===== src/rtl/pipeline_ma_dphase.sv =====
`default_nettype none
// ============================================================================
// Module   : pipeline_ma_dphase
// Purpose  : Memory-access stage of the pipeline. It tracks the AHB3-Lite
//            data phase of loads and stores issued by EX, aligns and extends
//            load data, and presents the write-back payload to WB. Non-LSU
//            instructions pass straight through to WB with one cycle of
//            latency.
// Ports    : s_clk_i / s_resetn_i       clock, async active-low reset
//            s_flush_i / s_stall_i      pipeline flush, WB-side stall
//            s_lsu_approve_i            EX issued an address phase this cycle
//            s_exma_*                   instruction payload from EX
//            s_d_hready_i/hresp/hrdata  AHB data-phase response
//            s_stall_o                  MA cannot accept a new instruction
//            s_mawb_*                   registered write-back payload
// Revision : 1.0  initial release
// ============================================================================
module pipeline_ma_dphase #(
    parameter int                   IMISCON_W      = 3,
    parameter logic [IMISCON_W-1:0] IMISCON_BUSE   = 3'b101,
    parameter int                   ICTRL_UNIT_LSU = 1
) (
    input  logic                 s_clk_i,
    input  logic                 s_resetn_i,
    input  logic                 s_flush_i,
    input  logic                 s_stall_i,
    input  logic                 s_lsu_approve_i,
    input  logic [6:0]           s_exma_ictrl_i,
    input  logic [3:0]           s_exma_f_i,
    input  logic [4:0]           s_exma_rd_i,
    input  logic [31:0]          s_exma_val_i,
    input  logic [IMISCON_W-1:0] s_exma_imiscon_i,
    input  logic                 s_d_hready_i,
    input  logic                 s_d_hresp_i,
    input  logic [31:0]          s_d_hrdata_i,
    output logic                 s_stall_o,
    output logic                 s_mawb_we_o,
    output logic [4:0]           s_mawb_rd_o,
    output logic [31:0]          s_mawb_val_o,
    output logic [IMISCON_W-1:0] s_mawb_imiscon_o
);

    localparam logic [1:0] c_idle   = 2'd0;
    localparam logic [1:0] c_dphase = 2'd1;
    localparam logic [1:0] c_err2   = 2'd2;
    localparam logic [1:0] c_drain  = 2'd3;

    logic [1:0]           r_state;
    logic [3:0]           r_f;
    logic [4:0]           r_rd;
    logic [1:0]           r_addr;
    logic [IMISCON_W-1:0] r_imiscon;

    logic [1:0]  w_state_nxt;
    logic [31:0] w_shifted;
    logic [31:0] w_load_val;

    wire w_idle   = (r_state == c_idle);
    wire w_dphase = (r_state == c_dphase);
    wire w_err2   = (r_state == c_err2);
    wire w_drain  = (r_state == c_drain);
    wire w_busy   = !w_idle;

    // Bus-phase events for the transfer currently owned by this stage.
    wire w_bus_done   = w_dphase && s_d_hready_i && !s_d_hresp_i;
    wire w_err_enter  = w_dphase && s_d_hresp_i && !s_d_hready_i;
    // An error whose second cycle is already visible in DPHASE finishes at once.
    wire w_err_done   = (w_err2 && s_d_hready_i) ||
                        (w_dphase && s_d_hresp_i && s_d_hready_i);
    wire w_drain_done = w_drain && s_d_hready_i;

    // Stage can take a new address phase from EX at the coming edge.
    wire w_free = w_idle || w_bus_done || w_err_done || w_drain_done;

    wire w_nonlsu = (s_exma_ictrl_i != 7'd0) && !s_exma_ictrl_i[ICTRL_UNIT_LSU];
    // Pass-through only when no bus result competes for the WB slot.
    wire w_pass   = (w_idle || w_drain_done) && w_nonlsu;

    assign s_stall_o = s_stall_i ||
                       (w_dphase && !s_d_hready_i) ||
                       w_err2 ||
                       (w_drain && !s_d_hready_i);

    // Next-state: a flush never aborts a bus transfer already on the wire; a
    // transfer still waiting for hready (or one issued alongside the flush)
    // is drained instead of completed.
    always_comb begin
        w_state_nxt = r_state;
        if (s_flush_i) begin
            if (w_busy && !s_d_hready_i) begin
                w_state_nxt = c_drain;
            end else if (s_lsu_approve_i) begin
                w_state_nxt = c_drain;
            end else begin
                w_state_nxt = c_idle;
            end
        end else if (w_free) begin
            w_state_nxt = s_lsu_approve_i ? c_dphase : c_idle;
        end else if (w_err_enter) begin
            w_state_nxt = c_err2;
        end
    end

    // Load alignment and sign/zero extension.
    assign w_shifted = s_d_hrdata_i >> {r_addr, 3'b000};

    always_comb begin
        w_load_val = w_shifted;
        case (r_f[1:0])
            2'b00:   w_load_val = r_f[2] ? {24'd0, w_shifted[7:0]}
                                         : {{24{w_shifted[7]}}, w_shifted[7:0]};
            2'b01:   w_load_val = r_f[2] ? {16'd0, w_shifted[15:0]}
                                         : {{16{w_shifted[15]}}, w_shifted[15:0]};
            default: w_load_val = w_shifted;
        endcase
    end

    always_ff @(posedge s_clk_i or negedge s_resetn_i) begin
        if (!s_resetn_i) begin
            r_state          <= c_idle;
            r_f              <= 4'd0;
            r_rd             <= 5'd0;
            r_addr           <= 2'd0;
            r_imiscon        <= '0;
            s_mawb_we_o      <= 1'b0;
            s_mawb_rd_o      <= 5'd0;
            s_mawb_val_o     <= 32'd0;
            s_mawb_imiscon_o <= '0;
        end else begin
            r_state <= w_state_nxt;

            if (w_free && s_lsu_approve_i) begin
                r_f       <= s_exma_f_i;
                r_rd      <= s_exma_rd_i;
                r_addr    <= s_exma_val_i[1:0];
                r_imiscon <= s_exma_imiscon_i;
            end

            if (s_flush_i) begin
                s_mawb_we_o      <= 1'b0;
                s_mawb_rd_o      <= 5'd0;
                s_mawb_val_o     <= 32'd0;
                s_mawb_imiscon_o <= '0;
            end else if (s_stall_i) begin
                s_mawb_we_o      <= s_mawb_we_o;
            end else if (w_bus_done) begin
                // Stores (f[3]=1) never write the register file.
                s_mawb_we_o      <= !r_f[3] && (r_rd != 5'd0) && (r_imiscon == '0);
                s_mawb_rd_o      <= r_rd;
                s_mawb_val_o     <= w_load_val;
                s_mawb_imiscon_o <= r_imiscon;
            end else if (w_err_done) begin
                s_mawb_we_o      <= 1'b0;
                s_mawb_rd_o      <= r_rd;
                s_mawb_val_o     <= 32'd0;
                s_mawb_imiscon_o <= IMISCON_BUSE;
            end else if (w_pass) begin
                s_mawb_we_o      <= (s_exma_rd_i != 5'd0) && (s_exma_imiscon_i == '0);
                s_mawb_rd_o      <= s_exma_rd_i;
                s_mawb_val_o     <= s_exma_val_i;
                s_mawb_imiscon_o <= s_exma_imiscon_i;
            end else begin
                s_mawb_we_o      <= 1'b0;
                s_mawb_imiscon_o <= '0;
            end
        end
    end

endmodule
`default_nettype wire

===== config.mk =====
export PLATFORM = sky130hd
export DESIGN_NAME = pipeline_ma_dphase
export DESIGN_NICKNAME = d
export VERILOG_FILES = /design/src/rtl/pipeline_ma_dphase.sv
export SDC_FILE = /design/constraint.sdc
export NUM_CORES = 1
export LEC_CHECK = 0
export ABC_AREA = 1
export BUFFER_PORTS_ARGS = -buffer_cell sky130_fd_sc_hd__clkbuf_2
export CAP_MARGIN = 20
export CORE_AREA = 2 2 93 95
export CTS_BUF_LIST = sky130_fd_sc_hd__clkbuf_16
export DETAILED_ROUTE_END_ITERATION = 10
export DIE_AREA = 0 0 95 97
export PLACE_DENSITY = 0.75
export SLEW_MARGIN = 30
export SYNTH_ARGS = -nofsm -noshare
export SYNTH_HDL_FRONTEND = slang
export SYNTH_SLANG_ARGS = --single-unit

===== constraint.sdc =====
create_clock -name s_clk_i -period 1.48 [get_ports s_clk_i]
set_input_delay 0.296 -clock s_clk_i [delete_from_list [all_inputs] [get_ports s_clk_i]]
set_output_delay 0.296 -clock s_clk_i [all_outputs]
set_load 0.02 [all_outputs]

==> metrics.md, run 1 <==
| Metric | Value |
|---|---|
| Pwr Density | 1170 mW/mm² |
| Final WS setup | -113 ps |
| Gpl congestion | 0.854 |
| Synth top area share | around 40% |
| H-tree Lvls | 3 |
| Critical path's top delay family | simple AND/OR/NAND/NOR gates |
| Hold EP | r_f[3] |
| Die area | about 0.0092 mm² |
| Simple-gate share of the synthesized area | between 40% and 50% |
| Max-cap violations | 0 |
| Final std cells w/o fill | 811 |
| Initial Utilization | 44.5% |
| Synth Register Bits | between 50 and 60 |
| First-pass GRT wire length | 18.0 mm |
| Worst R2R End | s_mawb_val_o[0] |
| Most frequent CP cell | nand2_1 |
| Vias per std cell | 5.02 |
| Post-Synth XOR/XNOR Area | 0% |
| # DRC | 0 |
| Slew Viols, Final | 0 |
| Crit. End Element | flop |
| Synthesized area | 0.00362 mm² |
| Compound-cell area share of the yosys netlist | 8.17% |
| Syn_nets | 648 |
| Comb pwr share | 29.6% |
| Num rows | 33 |
| Worst setup SP type | flop |
| Post-Syn Instances | around 560 |
| Internal | 3.84 mW |
| Ys Warns | 0 |
| Tightest Pin Transition | 320 ps |
| P_sw | 1.92 mW |
| DR WL/cell | roughly 13 µm |
| Buf+Inv Stages, Crit Path | 2 |
| Slew HR | between 70% and 80% |
| Total inserted antenna cells | 0 |
| DR iter-0 viols | 184 |
| Worst-path cell chain | buf_4 > nand4_1 > nand3_4 > nor2_4 > nor2_8 > buf_12 > nand2_1 > nand2_1 |
| Antenna-violating nets left | 0 |
| Max Clk Rate | 0.628 GHz |
| Die width | ~95 µm |
| Net Sw Frac | between 30% and 40% |
| Post-synthesis mux area share | 0.623% |
| Sink Count | 57 |
| Clock Latency Late Sink | 330 ps |
| Worst hold start | s_exma_f_i[3] |
| Post-layout min period | 1590 ps |
| Critical path's slowest cell | dfrtp_1 |
| GRT Residual Overflow | 0 |
| Setup violators final | 40 |
| Total Routed Length | 10.8 mm |
| Hold Crit Depth | 2 |
| Pre-Repair DR Iteration Count | 5 |
| Critical path data arrival time | ~1800 ps |
| Post-synth cell types | 26 |
| Clock root buffer | clkbuf_16 |
| Clk slew on worst S/H paths | 50 ps |
| Filler instances | 799 |
| Layout Nets | 791 |
| Hpwl dp | 7.77 mm |
| Reg power frac | 32.4% |
| Slack of the worst reg-to-reg path | -110 ps |
| Number of I/O pins | between 100 and 150 |
| Largest family of logic cells by synthesized area | simple AND/OR/NAND/NOR gates |
| Outcome | complete, but fails checks |
| Fin. Hold Viols | 0 |
| Violated checks | negative setup slack |
| Vias in the first global route | 4004 |
| CP peak stage delay | about 400 ps |
| Maximum vdd ir drop | ~0.00057 V |
| CTS tree | yes |
| Share of post-route cells with drive strength above 1 | 29.6% |
| RSZ-0062 raised after global routing | true |
| Area of the multi-input gates | roughly 0.0020 mm² |
| CP required | 1690 ps |
| Placed cell count | 785 |
| Num CTS Buffers | 9 |
| Initial antenna violation count | 0 |
| Layout area overhead | 36.3% |
| Clk pwr share | a little under two fifths |
| Largest net degree at the start of global routing | 58 |
| Clk buf depth | 2 |
| Sequential-to-total area share from yosys stat | 39.4% |
| Post-route clock period utilization | 108% |
| P_leak | 2.90 nW |
| Clock Skews | 6.49 ps |
| HP Class | input port to flop |
| Crit-path max FO | 6 |
| Synth Area in Adders | 0% |
| GRT Resource Usage Total | 24.7% |
| Register-to-Register Path Depth | 8 |
| Area contributors post-synth | dfrtp_1, nand2_1, nand3_1 |
| CORE AREA | 0.00813 mm² |
| Crit Path Class | flop to flop |
| R2R Path Start | r_state[0] |
| Total number of vias | 4071 |
| Sequential cell area | 0.00143 mm² |
| Port Buffers | 131 |
| Syn Area/Cell | 6.48 µm² |
| Die height | 97 µm |
| Synth area leader | dfrtp_1 |
| Tot Pwr | 5.76 mW |
==> layer usage <==
layer	part of all wire, %	track usage, %	routed length, µm
met2	49	43.2	5290
met3	8.6	5.84	930
met5	0	0	0
met1	41	29.9	4390
met4	1.9	7.02	206
==> power by group through the flow <==
stage | Sequential [mW] | Clock (mW) | Combinational, mW
floorplan | 2.01 | 0 | 0.934
global placement | 1.88 | 0 | 1.56
detailed placement | 1.89 | 0 | 1.59
CTS | 1.87 | 2.20 | 1.70
global route | 1.89 | 2.29 | 1.92
finish | 1.87 | 2.19 | 1.70
==> worst register-to-register path, cell delays in order (launching register included) <==
cell     delay (ps)
dfrtp_1         400
buf_4           140
nand4_1         150
nand3_4         160
nor2_4          270
nor2_8           80
buf_12          150
nand2_1          70
nand2_1          60
==> synthesized netlist by cell type <==
cell,instances
buf_2,13
dfrtp_1,57
nor2_8,1
nand3_1,41
mux2_2,2
inv_1,22
nand2_2,4
nand4_1,1
buf_4,6
nor2_1,17
inv_2,6
o211ai_1,7
nand3_4,1
nand3_2,2
nor3_1,3
o22ai_1,1
o21ai_0,22
nand2_1,314
buf_6,5
or2_2,1
o21ai_4,1
clkbuf_1,6
nor2_2,2
nand3b_1,1
a21oi_1,20
o21ai_1,2
==> worst max path at each step <==
stage,from,to,slack [ps],cells past startpoint
final,r_state[0],s_mawb_val_o[0],-110,8
after global routing,r_state[0],s_mawb_val_o[20],-170,11
after CTS,r_state[0],s_stall_o,-80,5
after detailed placement,r_state[0],s_mawb_imiscon_o[2],-180,9
after global placement,r_state[0],s_mawb_imiscon_o[2],-110,9
after floorplan,r_state[0],s_mawb_val_o[23],60,11
==> state kept, by name, summed over array words and instances, names as in the netlist <==
signal and cells:
r_addr 2, r_f 4, r_imiscon 3, r_rd 5
r_state 2, s_mawb_imiscon_o 3, s_mawb_rd_o 5, s_mawb_val_o 32
s_mawb_we_o 1
==> cell usage in the layout, fill, tap and decap left out, types with 2 or more instances in the layout <==
cell type,n
nand3_4,3
nor3_1,3
nor2_4,2
clkbuf_16,9
nand3_1,41
nand2_1,304
buf_6,3
buf_12,6
nor2_1,15
clkinv_2,2
inv_2,4
o211ai_1,7
inv_1,23
nand2_2,13
a21oi_1,20
buf_4,20
nor2_2,3
clkbuf_2,130
bufinv_16,2
o21ai_1,2
o21ai_0,21
dfrtp_1,56
mux2_2,2
==> metrics by stage <==
step                      worst slack, ps  instance area [µm²]  setup TNS [ps]  util, %  hold slack (ps)
after CTS                           -79.6                 4910           -1620     60.3              202
after detailed placement             -178                 4410           -5180     54.2              324
after global routing                 -174                 4930           -5570     60.6              205
final                                -113                 4930           -3180     60.6              202
after global placement               -114                 4410           -2260     54.2              323
after floorplan                      57.5                 3620               0        -            0.409
==> what timing repair did <==
item	CTS	global route
hold buffers	1	0
buffers inserted	7	1
endpoints found under the setup margin	40	42
resized for setup	21	7
gates cloned	1	0
endpoints found under the hold margin	52	0
pin swaps	8	3
==> final cells by class <==
type | instances | area share (%)
multi-input cells | 444 | 39.9
flip-flops and latches | 57 | 29.0
repair buffers | 161 | 19.8
clock buffers | 9 | 4.57
well taps | 105 | 2.66
inverters | 28 | 2.28
clock inverters | 7 | 1.75
==> cell families after synthesis <==
| kind of cell | count (synthesis) |
|---|---|
| muxes | 2 |
| AOI/OAI and AO/OA | 53 |
| buffers and inverters | 58 |
| DFF | 57 |
| and+or+nand+nor | 388 |
(Power assumes the default switching activity.)
==> run 2: changes to the inputs <==
ABC_AREA = not set   (was 1)
ABC_CLOCK_PERIOD_IN_PS = 1480   (was not set)
CORE_AREA = 2 2 94 96   (was 2 2 93 95)
DIE_AREA = 0 0 96 98   (was 0 0 95 97)
PLACE_DENSITY = 0.76   (was 0.75)
==> metrics.md, run 2 <==
| Metric | Value |
|---|---|
| Outcome | complete, but fails checks |
| Violated checks | negative setup slack |
| Port Buffers | approximately 130 |
| Area contributors post-synth | dfrtp_1, inv_1, mux2i_1 |
| P_leak | 2.62 nW |
| Total Routed Length | 13.4 mm |
| Num CTS Buffers | 9 |
| Clock Skews | 4.08 ps |
| Slack of the worst reg-to-reg path | -370 ps |
| Slew HR | 65.6% |
| Vias in the first global route | slightly above 4000 |
| # DRC | 0 |
| Post-Place Setup Slack | -360 ps |
| Synth area leader | dfrtp_1 |
| Ys Warns | 0 |
| DR iter-0 viols | between 200 and 250 |
| Clk slew on worst S/H paths | around 50 ps |
| Met1 WL | 5.44 mm |
| Die area | around 0.0094 mm² |
| Number of I/O pins | 132 |
| Initial Utilization | approximately 44% |
| Sink Count | between 50 and 60 |
| Layout area overhead | 52.1% |
| Tot Pwr | 6.20 mW |
| Post-synth EDFFs | 0 |
| Commonest non-fill, non-tap cell in the layout | clkbuf_2 |
| Crit. End Element | flop |
| Synthesized area | 0.00375 mm² |
| Die width | 96 µm |
| Most common cell in the netlist | dfrtp_1 |
| Wire length on met2 | between 6 and 7 mm |
| Top sig layer | met4 |
| Antenna-violating nets left | 0 |
| Pre-Repair DR Iteration Count | 5 |
| Final WS setup | -370 ps |
| Regs by FF count | s_mawb_val_o: 32 flops, r_rd: 5 flops, s_mawb_rd_o: 5 flops |
| CORE AREA | ~0.0085 mm² |
| CP endpoint | s_mawb_val_o[17] |
| Initial antenna violation count | 0 |
| Placed cell count | 661 |
| Most frequent cells in the layout | clkbuf_2, dfrtp_1, inv_1, buf_4, o22ai_1 |
| Max reg flops | 32 |
| Synth top area share | 38.0% |
| GRT Resource Usage Total | between 20% and 30% |
| Vias per std cell | 5.96 |
| Worst setup SP type | flop |
| Post-layout min period | 1850 ps |
| First-pass GRT wire length | around 20 mm |
| Hold Crit Depth | 2 |
| RSZ-0062 raised after global routing | true |
| Die height | around 98 µm |
| Post-synth cell types | 49 |
| Max Clk Rate | 0.541 GHz |
| Clock Latency Late Sink | 330 ps |
| Post-route clock period utilization | 125% |
| Register-to-Register Path Depth | 7 |
| Worst R2R End | s_mawb_val_o[17] |
| Largest net degree at the start of global routing | 58 |
| H-tree Lvls | 3 |
| Top post-synthesis cells by count | dfrtp_1, inv_1, o22ai_1, nand2_1, clkbuf_1 |
| Final std cells w/o fill | 693 |
| Slew Viols, Final | 0 |
| Setup violators final | 56 |
| GRT Residual Overflow | 0 |
| Max-cap violations | 0 |
| Top reg by flops | s_mawb_val_o |
| Met3 Routed Length | 807 µm |
| Post-Syn Instances | 405 |
| Clk buf depth | 2 |
| Most used DFF post-synth | dfrtp_1 |
| Share of post-route cells with drive strength above 1 | ~50% |
| R2R Path Start | r_addr[1] |
| Placed Area | just under 0.005 mm² |
| Critical path data arrival time | approximately 2100 ps |
| Pwr Density | 1090 mW/mm² |
| Gpl congestion | 0.907 |
| CP required | 1720 ps |
| Syn Area/Cell | 9.26 µm² |
| Layout Nets | 670 |
| Sequential-to-total area share from yosys stat | 38.0% |
| Cell area after layout | 0.00570 mm² |
| Clock root buffer | clkbuf_16 |
| HP Class | input port to flop |
| Crit Path Class | flop to flop |
| Syn_nets | about 500 |
| Maximum vdd ir drop | 0.000696 V |
| Total number of vias | 4128 |
| Crit-path max FO | 16 |
| Tightest Pin Transition | 513 ps |
| Worst setup path startpoint | r_addr[1] |
| CTS tree | yes |
| Fin. Hold Viols | 0 |
| Num rows | 34 |
| Total inserted antenna cells | 0 |
| Synth Register Bits | 57 |
| DR WL/cell | 19.3 µm |
| Ys async rst share | 100% |
| Hpwl dp | 8.76 mm |
run 2: cell count changes after synthesis, moves of 10 or more:
cell | previous run | this run
inv_1 | 22 | 48
mux2i_1 | 0 | 17
mux2_2 | 2 | 14
o22ai_1 | 1 | 25
nor2b_1 | 0 | 11
nand3_1 | 41 | 9
clkbuf_1 | 6 | 20
nand2_1 | 314 | 22
nor2_1 | 17 | 6
a311oi_2 | 0 | 10
a21boi_0 | 0 | 16
o21ai_0 | 22 | 1
run 2: worst min-delay path by stage:
| stage | from | to |
|---|---|---|
| floorplan | s_resetn_i | r_addr[0] |
| global placement | s_resetn_i | s_mawb_val_o[3] |
| detailed placement | s_resetn_i | s_mawb_val_o[4] |
| CTS | s_exma_f_i[3] | r_f[3] |
| global route | s_exma_val_i[14] | s_mawb_val_o[14] |
| finish | s_exma_f_i[3] | r_f[3] |
run 2: kinds of logic after synthesis:
group / share of synthesized area, %
compound gates: 28.4
xor+xnor: 0.234
buf+inv: 9.84
flops: 38.0
mux: 9.94
simple gates: 13.5
run 2: power breakdown:
part           internal [mW]  switching, mW
combinational          0.977           1.16
sequential              1.72          0.138
clock                   1.46          0.742
run 2: area by class of cell:
cell class              count  area, µm²
repair buffers            202       1410
flip-flops and latches     57       1430
well taps                 108        135
inverters                  48        180
fillers                   595       2760
multi-input cells         262       2240
clock buffers               9        225
clock inverters             7       86.3
run 2: repair_timing:
action                                  CTS  global route
gates resized for setup                  23            46
cloned                                    4             1
endpoints found under the setup margin   42            45
buffers inserted                          6             5
pin swaps                                 4            11
hold endpoints to repair                 57             0
hold buffers                              1             0
run 2: layer usage:
metal / GRT usage [%] / up-vias
li1: - / 1878
met1: 35.2 / 1975
met2: 43.6 / 226
met3: 3.70 / 49
met4: 14.5 / 0
met5: 0 / -
run 2: metrics by stage:
step | hold slack, ps | util (%) | setup TNS (ps)
5_1_grt | 213 | 67.4 | -14280
3_5_place_dp | 327 | 58.0 | -12110
4_1_cts | 204 | 63.8 | -9490
3_3_place_gp | 326 | 58.0 | -10340
2_1_floorplan | 0.409 | - | -10130
6_report | 203 | 67.4 | -12020
run 2: critical path, cell delays in order, from the launching register on:
cell and delay (ps):
dfrtp_2 440, buf_12 140, buf_12 130, nand2b_1 200, buf_12 180, nor3_1 440
a311oi_2 100, o22ai_1 150
==> run 3: changes to the inputs <==
PLACE_DENSITY = 0.79   (was 0.76)
==> metrics.md, run 3 (synthesis gave the netlist of run 2 again) <==
| Metric | Value |
|---|---|
| Num rows | 34 |
| Antenna-violating nets left | 0 |
| Tightest Pin Transition | 443 ps |
| Min Hold Slack | just over 200 ps |
| Pwr Density | 1040 mW/mm² |
| Filler instances | 630 |
| H-tree Lvls | 3 |
| DR WL/cell | 19.4 µm |
| Crit Path Class | flop to flop |
| CTS tree | yes |
| Crit-path max FO | 24 |
| Sink Count | 57 |
| Post-route clock period utilization | 121% |
| Comb pwr share | 36.6% |
| Top reg by flops | s_mawb_val_o |
| Clock Skews | 5.13 ps |
| Fin. Hold Viols | 0 |
| Layout area overhead | 48.1% |
| Net Sw Frac | ~34% |
| CORE AREA | between 0.008 and 0.009 mm² |
| CP required | 1680 ps |
| Total number of vias | just over 4000 |
| Initial Utilization | between 40 and 50% |
| Final WS setup | -308 ps |
| Clk pwr share | 31.1% |
| Clock Latency Late Sink | 330 ps |
| Pre-Repair DR Iteration Count | 5 |
| P_sw | around 2.0 mW |
| Clock root buffer | clkbuf_16 |
| Clk buf depth | 2 |
| Setup violators final | 56 |
| Reg power frac | about a third |
| HP Class | input port to flop |
| Initial antenna violation count | 0 |
| Die area | 0.00941 mm² |
| Maximum vdd ir drop | 0.000659 V |
| Total inserted antenna cells | 0 |
| Internal | 3.78 mW |
| Tot Pwr | 5.75 mW |
| Slew HR | 70.3% |
| Clk slew on worst S/H paths | roughly 50 ps |
| Vias per std cell | approximately 6.0 |
| Vias in the first global route | 3956 |
| Cell area after layout | about 0.0056 mm² |
| Placed Area | roughly 0.0049 mm² |
| Crit. End Element | flop |
| Die width | between 90 and 100 µm |
| Worst setup SP type | flop |
| Commonest non-fill, non-tap cell in the layout | clkbuf_2 |
| Num CTS Buffers | 9 |
| DR iter-0 viols | about 240 |
| Hpwl dp | 8.82 mm |
| Outcome | complete, but fails checks |
| # DRC | 0 |
| Number of I/O pins | 132 |
| P_leak | 2.60 nW |
| RSZ-0062 raised after global routing | true |
| Largest net degree at the start of global routing | 58 |
| Violated checks | negative setup slack |
| Max reg flops | 32 |
| Max-cap violations | 0 |
| First-pass GRT wire length | 19.3 mm |
| Layout Nets | between 600 and 700 |
| Critical path data arrival time | a little under 2000 ps |
| Regs by FF count | s_mawb_val_o: 32 flops, r_rd: 5 flops, s_mawb_rd_o: 5 flops |
| Max Clk Rate | between 0.5 and 0.6 GHz |
| GRT Resource Usage Total | 26.4% |
| Post-layout min period | 1790 ps |
| Gpl congestion | 0.920 |
| Port Buffers | around 130 |
| GRT Residual Overflow | 0 |
| Total Routed Length | 13.3 mm |
| Die height | 98 µm |
| Most frequent cells in the layout | clkbuf_2, dfrtp_1, inv_1, buf_4, o22ai_1 |
| Share of post-route cells with drive strength above 1 | 46.9% |
| Slew Viols, Final | 0 |
## run 3: cell type report
cell class	instances	area (µm²)	area share [%]
tap	108	135	2.43
multi-input combinational	262	2230	40.2
clock buffer	9	225	4.05
sequential	57	1430	25.7
clock inverter	5	25.0	0.451
inverter	48	180	3.24
timing repair buffer	195	1330	23.9
## run 3: power groups by stage
stage / Combinational, mW / Clock, mW / Sequential (mW)
2_1_floorplan: 1.03 / 0 / 1.96
3_3_place_gp: 1.74 / 0 / 1.86
3_5_place_dp: 1.79 / 0 / 1.86
4_1_cts: 1.86 / 1.79 / 1.84
5_1_grt: 2.23 / 1.87 / 1.87
6_report: 2.10 / 1.79 / 1.86
## run 3: per-stage QoR
stage / utilization, % / setup TNS (ps) / cells / setup slack, ps
2_1_floorplan: - / -10130 / 405 / -320
3_5_place_dp: 57.5 / -11930 / 657 / -362
4_1_cts: 61.9 / -10140 / 675 / -283
3_3_place_gp: 57.5 / -10240 / 657 / -326
5_1_grt: 65.6 / -14810 / 684 / -393
6_report: 65.6 / -11700 / 684 / -308
## run 3: path summary, 6_finish.rpt
kind,cells past startpoint,to,startpoint,slack (ps)
setup / recovery,5,s_mawb_val_o[6],r_state[1],-310
hold / removal,2,r_f[3],s_exma_f_i[3],200
setup reg to reg,5,s_mawb_val_o[6],r_state[1],-310
hold reg to reg,1,r_f[3],r_f[3],510
max in group asynchronous,3,r_state[1],s_resetn_i,680
min in group asynchronous,3,s_mawb_val_o[3],s_resetn_i,500
## run 3: layer usage
metal	global-route usage (%)	vias to the layer above	part of all wire, %
met2	43.6	253	49
li1	-	1854	-
met4	13.3	0	3.6
met5	0	-	0
met3	4.09	45	8.6
met1	33.1	1949	39
## run 3: repair_timing
item | 4_1_cts | 5_1_grt
buffers inserted | 3 | 5
hold buffers | 1 | 0
endpoints found under the hold margin | 57 | 0
setup endpoints to repair | 43 | 56
gates resized for setup | 20 | 47
pin swaps | 5 | 10
cloned | 0 | 4
## run 3: worst max-delay path, cell delays in order, from the launching register on
cell and delay (ps):
dfrtp_2 440, or2_4 260, a221o_1 440, a21oi_4 220, buf_12 190, o22ai_1 100
